### config.mk
export PLATFORM = sky130hd
export DESIGN_NAME = mem_port_arbiter
export DESIGN_NICKNAME = d
export VERILOG_FILES = /design/src/rtl/mem_port_arbiter.sv
export SDC_FILE = /design/constraint.sdc
export NUM_CORES = 1
export LEC_CHECK = 0
export ABC_AREA = 1
export BUFFER_PORTS_ARGS = -buffer_cell sky130_fd_sc_hd__buf_2
export CAP_MARGIN = 5
export CORE_AREA = 2 2 103 105
export CTS_CLUSTER_DIAMETER = 200
export DETAILED_ROUTE_END_ITERATION = 7
export DIE_AREA = 0 0 105 107
export PLACE_DENSITY = 0.93
export SLEW_MARGIN = 30
export SYNTH_ARGS = -nofsm -noshare
export SYNTH_HDL_FRONTEND = slang
export SYNTH_SLANG_ARGS = --single-unit
### constraint.sdc
create_clock -name clk -period 3.6 [get_ports clk]
set_input_delay 0.54 -clock clk [delete_from_list [all_inputs] [get_ports clk]]
set_output_delay 0.54 -clock clk [all_outputs]
set_load 0.01 [all_outputs]
### src/rtl/mem_port_arbiter.sv
// Two-cycle-slot arbiter between instruction fetch and the load/store unit
// for a single-ported unified memory, with fault checking and registered returns.
module mem_port_arbiter #(
    parameter int MAX_D_STREAK = 4,
    parameter int MEM_BYTES    = 512
) (
    input  logic        clk,
    input  logic        rst_n,

    input  logic        i_req,
    input  logic [8:0]  i_addr,
    output logic        i_gnt,
    output logic        i_rvalid,
    output logic [31:0] i_rdata,
    output logic        i_err,

    input  logic        d_req,
    input  logic        d_we,
    input  logic [8:0]  d_addr,
    input  logic [31:0] d_wdata,
    input  logic [2:0]  d_funct3,
    output logic        d_gnt,
    output logic        d_rvalid,
    output logic [31:0] d_rdata,
    output logic        d_err,

    output logic        m_read,
    output logic        m_write,
    output logic [8:0]  m_addr,
    output logic [31:0] m_wdata,
    output logic [2:0]  m_funct3,
    input  logic [31:0] m_rdata,
    input  logic [31:0] m_iout
);

    localparam int                  STREAK_W   = $clog2(MAX_D_STREAK + 1);
    localparam logic [STREAK_W-1:0] STREAK_MAX = STREAK_W'(MAX_D_STREAK);
    localparam logic [9:0]          LAST_BYTE  = 10'(MEM_BYTES - 1);
    localparam logic [9:0]          LAST_WORD  = 10'(MEM_BYTES - 4);

    typedef enum logic {
        S_IDLE,
        S_ACCESS
    } state_t;

    state_t                r_state;
    state_t                w_next_state;

    logic                  r_owner_d;
    logic                  r_fault;
    logic                  r_we;
    logic [8:0]            r_addr;
    logic [31:0]           r_wdata;
    logic [2:0]            r_funct3;
    logic [STREAK_W-1:0]   r_streak;

    logic                  r_i_rvalid;
    logic [31:0]           r_i_rdata;
    logic                  r_i_err;
    logic                  r_d_rvalid;
    logic [31:0]           r_d_rdata;
    logic                  r_d_err;

    logic                  w_d_wins;
    logic                  w_i_wins;
    logic [9:0]            w_d_size;
    logic [9:0]            w_d_end;
    logic                  w_d_misaligned;
    logic                  w_d_range;
    logic                  w_d_illegal;
    logic                  w_d_fault;
    logic                  w_i_fault;

    // Grants only in IDLE; D wins ties until its streak reaches the cap.
    always_comb begin
        // NOTE: every output of a combinational block gets a default first so no latch is inferred.
        w_d_wins = 1'b0;
        w_i_wins = 1'b0;
        if (rst_n && r_state == S_IDLE) begin
            if (d_req && (!i_req || r_streak != STREAK_MAX)) begin
                w_d_wins = 1'b1;
            end else if (i_req) begin
                w_i_wins = 1'b1;
            end
        end
    end

    always_comb begin
        w_next_state = r_state;
        case (r_state)
            S_IDLE:   if (w_d_wins || w_i_wins) w_next_state = S_ACCESS;
            S_ACCESS: w_next_state = S_IDLE;
            default:  w_next_state = S_IDLE;
        endcase
    end

    always_comb begin
        case (d_funct3[1:0])
            2'b00:   w_d_size = 10'd1;
            2'b01:   w_d_size = 10'd2;
            default: w_d_size = 10'd4;
        endcase
        w_d_misaligned = (d_funct3[1:0] == 2'b01 && d_addr[0]) ||
                         (d_funct3[1:0] == 2'b10 && d_addr[1:0] != 2'b00);
        // Ten bits wide so a 0x1FF + 4 end address cannot wrap back into range.
        w_d_end   = {1'b0, d_addr} + w_d_size - 10'd1;
        w_d_range = w_d_end > LAST_BYTE;
        if (d_we) begin
            w_d_illegal = d_funct3 > 3'd2;
        end else begin
            w_d_illegal = !(d_funct3 inside {3'd0, 3'd1, 3'd2, 3'd4, 3'd5});
        end
        w_d_fault = w_d_misaligned || w_d_range || w_d_illegal;
    end

    assign w_i_fault = (i_addr[1:0] != 2'b00) || ({1'b0, i_addr} > LAST_WORD);

    always_ff @(posedge clk) begin
        if (!rst_n) begin
            r_state    <= S_IDLE;
            r_owner_d  <= 1'b0;
            r_fault    <= 1'b0;
            r_we       <= 1'b0;
            r_addr     <= '0;
            r_wdata    <= '0;
            r_funct3   <= '0;
            r_streak   <= '0;
            r_i_rvalid <= 1'b0;
            r_i_rdata  <= '0;
            r_i_err    <= 1'b0;
            r_d_rvalid <= 1'b0;
            r_d_rdata  <= '0;
            r_d_err    <= 1'b0;
        end else begin
            // NOTE: state registers use non-blocking assignment so every flop samples pre-edge values.
            r_state    <= w_next_state;
            r_i_rvalid <= 1'b0;
            r_d_rvalid <= 1'b0;

            if (w_d_wins) begin
                r_owner_d <= 1'b1;
                r_fault   <= w_d_fault;
                r_we      <= d_we;
                r_addr    <= d_addr;
                r_wdata   <= d_wdata;
                r_funct3  <= d_funct3;
                if (!i_req) begin
                    r_streak <= '0;
                end else if (r_streak != STREAK_MAX) begin
                    r_streak <= r_streak + STREAK_W'(1);
                end
            end else if (w_i_wins) begin
                r_owner_d <= 1'b0;
                r_fault   <= w_i_fault;
                r_we      <= 1'b0;
                r_addr    <= i_addr;
                r_wdata   <= '0;
                r_funct3  <= 3'b010;
                r_streak  <= '0;
            end

            if (r_state == S_ACCESS) begin
                if (r_owner_d) begin
                    r_d_rvalid <= 1'b1;
                    r_d_err    <= r_fault;
                    r_d_rdata  <= (r_fault || r_we) ? 32'h0 : m_rdata;
                end else begin
                    r_i_rvalid <= 1'b1;
                    r_i_err    <= r_fault;
                    r_i_rdata  <= r_fault ? 32'h0 : m_iout;
                end
            end
        end
    end

    // Strobes are gated by rst_n so a reset landing on ACCESS never writes.
    always_comb begin
        m_read   = 1'b0;
        m_write  = 1'b0;
        m_addr   = '0;
        m_wdata  = '0;
        m_funct3 = '0;
        if (r_state == S_ACCESS && !r_fault) begin
            m_addr   = r_addr;
            m_funct3 = r_funct3;
            if (r_owner_d) begin
                if (r_we) begin
                    m_write = rst_n;
                    m_wdata = r_wdata;
                end else begin
                    m_read = rst_n;
                end
            end
        end
    end

    assign i_gnt    = w_i_wins;
    assign d_gnt    = w_d_wins;
    assign i_rvalid = r_i_rvalid;
    assign i_rdata  = r_i_rdata;
    assign i_err    = r_i_err;
    assign d_rvalid = r_d_rvalid;
    assign d_rdata  = r_d_rdata;
    assign d_err    = r_d_err;

endmodule

==> flow_metrics.tcl <==
set metrics [dict create \
    crit_type "flip-flop to output pin" \
    grt_antenna_before_repair 1 \
    clock_path_buffers 2 \
    cp_slowest_cell "inv_2" \
    end_kind "output pin" \
    grt_max_degree 76 \
    dp_hpwl_um 9113 \
    dr.pass1.iters 5 \
    pwr_density_cell_nw_per_um2 531.2 \
    numCtsBuffers 17 \
    fin_setup_tns_ns 0 \
    cts_resized 0 \
    clock.fmax_ghz 0.3746 \
    cpMostUsedCell "nand2_1" \
    coreArea_um2 10090 \
    cts_sinks 119 \
    syn_inst 583 \
    crit_fanout 34 \
    hold_viol 0 \
    insertion_delay_ns 0.50 \
    dieArea_um2 11240 \
    tightest_slew_ns 0.7823 \
    clock-skew-final_ns 0.01105 \
    cpLargestDelayFamily "buffers and inverters" \
    max_slew_margin_pct 47.85 \
    synth_nets 718 \
    cts_tree "yes" \
    worst-endpoint-required_ns 3.06 \
    postCtsHoldBufs 0 \
    holdCritPathClass "input pin to flip-flop" \
    fin_crit_ns 2.669 \
    drtIter0Drc 405 \
    wirelength_um 13360 \
    start_util_pct 47.95 \
    ios 238 \
    synth_largest_area_cell "dfxtp_1" \
    grt_pass1_wl_um 21370 \
    synth_cell_types 30 \
    drive_above_1_share_pct 35.50 \
    synth_seq_area_share_pct 49.22 \
    grtUsageTotal_pct 23.40 \
    max-vdd-ir-drop_uv 336.9 \
    totalPowerFinal_mw 3.534 \
    die-height_um 107 \
    final_nets 939 \
    critPathArrivalTime_ns 2.13 \
    outcome "completed" \
    io_buffers 237 \
    syn_avg_cell_area_um2 8.301 \
    ant_nets 0 \
    cts_htree_levels 4 \
    rsz0062_at_grt "no" \
    overflow 0 \
    wl_per_cell_um 14.01 \
    synth.cell_area_um2 4840 \
    yosysMostFrequentCell "nand2_1" \
    routabilityCongestion 0.8509 \
    area_growth_syn_to_layout_pct 37.46 \
    post_drt_via_cell_ratio 5.080 \
    slowest_delay_ns 0.42 \
    rows 37 \
    drv_slew 0 \
    synthFlopType "dfxtp_1" \
    max_cap_viol_count 0 \
    crit_chain "nand2_1, buf_4, nor2_1, nand2_1, inv_2, buf_2" \
    clockRootBuffer "clkbuf_8" \
    ys_seq_elements 119 \
    cp-start-kind "flip-flop" \
    synth_common_cells "nand2_1 (164), dfxtp_1 (119), a21oi_1 (81)" \
    async_flop_share_pct 0 \
    post-cts-setup-buffer-count 0 \
    vias 4846 \
    ys_top_cells_by_area "dfxtp_1 (49%), nand2_1 (13%), a21oi_1 (8.4%), a32o_1 (6.6%), nor3b_1 (5.0%)" \
    synth_edf_count 0 \
    yosysTopAreaCellShare_pct 49.22 \
    setup_viol 0 \
    grt_pass1_vias 4608 \
    clk_pin_slew_ns 0.06 \
    die_w_um 105 \
    drc 0 \
    p_leak_nw 3.167 \
    critical_path_buf_inv_count 3 \
    yosys_warnings 0 \
    min_period_over_period_pct 74.14 \
]
## report_power, final
group	internal (mW)	leakage, nW	switching [mW]	total [mW]
clock network	1.09	0.299	0.658	1.75
registers	1.38	0.969	0.0312	1.41
logic	0.148	1.90	0.221	0.368
## per-stage QoR
step / instance area (um^2) / util, % / setup WS (ns) / instances / hold slack [ns]
floorplan: 4840 / - / 1.498 / 583 / 0.4313
global placement: 6035 / 59.79 / 1.303 / 921 / 0.4439
detailed placement: 6037 / 59.82 / 1.220 / 921 / 0.4469
CTS: 6650 / 65.89 / 0.9189 / 953 / 0.2156
global route: 6653 / 65.92 / 0.7644 / 954 / 0.2132
finish: 6653 / 65.92 / 0.9308 / 954 / 0.2390
## worst reg2reg max path, cell delays in order, from the launching register on
cell and delay, ns:
dfxtp_1 0.37, inv_1 0.07, ha_1 0.22, nand3_1 0.15, nand2_1 0.12, nand2_4 0.13
nand2_4 0.10, inv_4 0.36, nand2_1 0.09, nand3_1 0.09, nand2_1 0.05, inv_1 0.06
## layout by cell type, fill, tap and decap left out, drive strengths merged
master,instances
clkinv,2
clkinvlp,1
fa,1
a221oi,1
o31ai,1
nor3,5
diode,1
nand3,5
inv,54
ha,12
o221ai,8
a21oi,81
buf,244
dfxtp,119
or2,2
o2bb2ai,1
o21a,1
bufinv,3
nor2,24
clkbuf,18
nor3b,32
a32o,32
nand2,167
o21ai,3
## final timing paths
check | from | to | slack [ns] | cells past startpoint
worst min register to register | r_wdata[13]$_SDFFE_PN0P_ | r_wdata[13]$_SDFFE_PN0P_ | 0.46 | 2
worst max-delay path | r_state$_SDFF_PN0_ | m_read | 0.93 | 6
worst max register to register | r_streak[0]$_SDFFE_PN0P_ | r_fault$_SDFFE_PN0P_ | 1.73 | 11
worst min-delay path | m_rdata[5] | d_rdata[5]$_SDFFE_PN0P_ | 0.24 | 2
## metal layers
metal  up-vias  GRT usage [%]  part of all wire (%)
li1       2393              -                     -
met1      2228          27.28                    40
met2       198          39.89                    50
met3        27          8.389                   8.2
met4         0          8.000                   1.9
met5         -              0                     0
## sequential cells by signal, summed over array words and instances, names as in the netlist
name       cells
r_addr         9
i_err          1
i_rvalid       1
i_rdata       32
r_fault        1
r_wdata       32
r_funct3       3
r_streak       3
d_rdata       32
d_err          1
r_state        1
d_rvalid       1
r_we           1
r_owner_d      1
## kinds of logic (layout without fill, tap and decap cells)
family / after synthesis / after routing / synth area share (%)
other cells: 0 / 1 / 0
buf+inv: 88 / 322 / 8.040
fa+ha+maj: 13 / 13 / 3.516
flops: 119 / 119 / 49.22
simple gates: 235 / 235 / 21.79
compound gates: 128 / 128 / 17.43
## final cells by class
class,instances,area [um^2]
inverters,46,175.2
flip-flops and latches,119,2382
fillers,840,3440
clock buffers,18,427.9
repair buffers,244,1239
well taps,136,170.2
diodes,1,2.502
clock inverters,14,185.2
multi-input cells,376,2071
(Power assumes the default switching activity.)
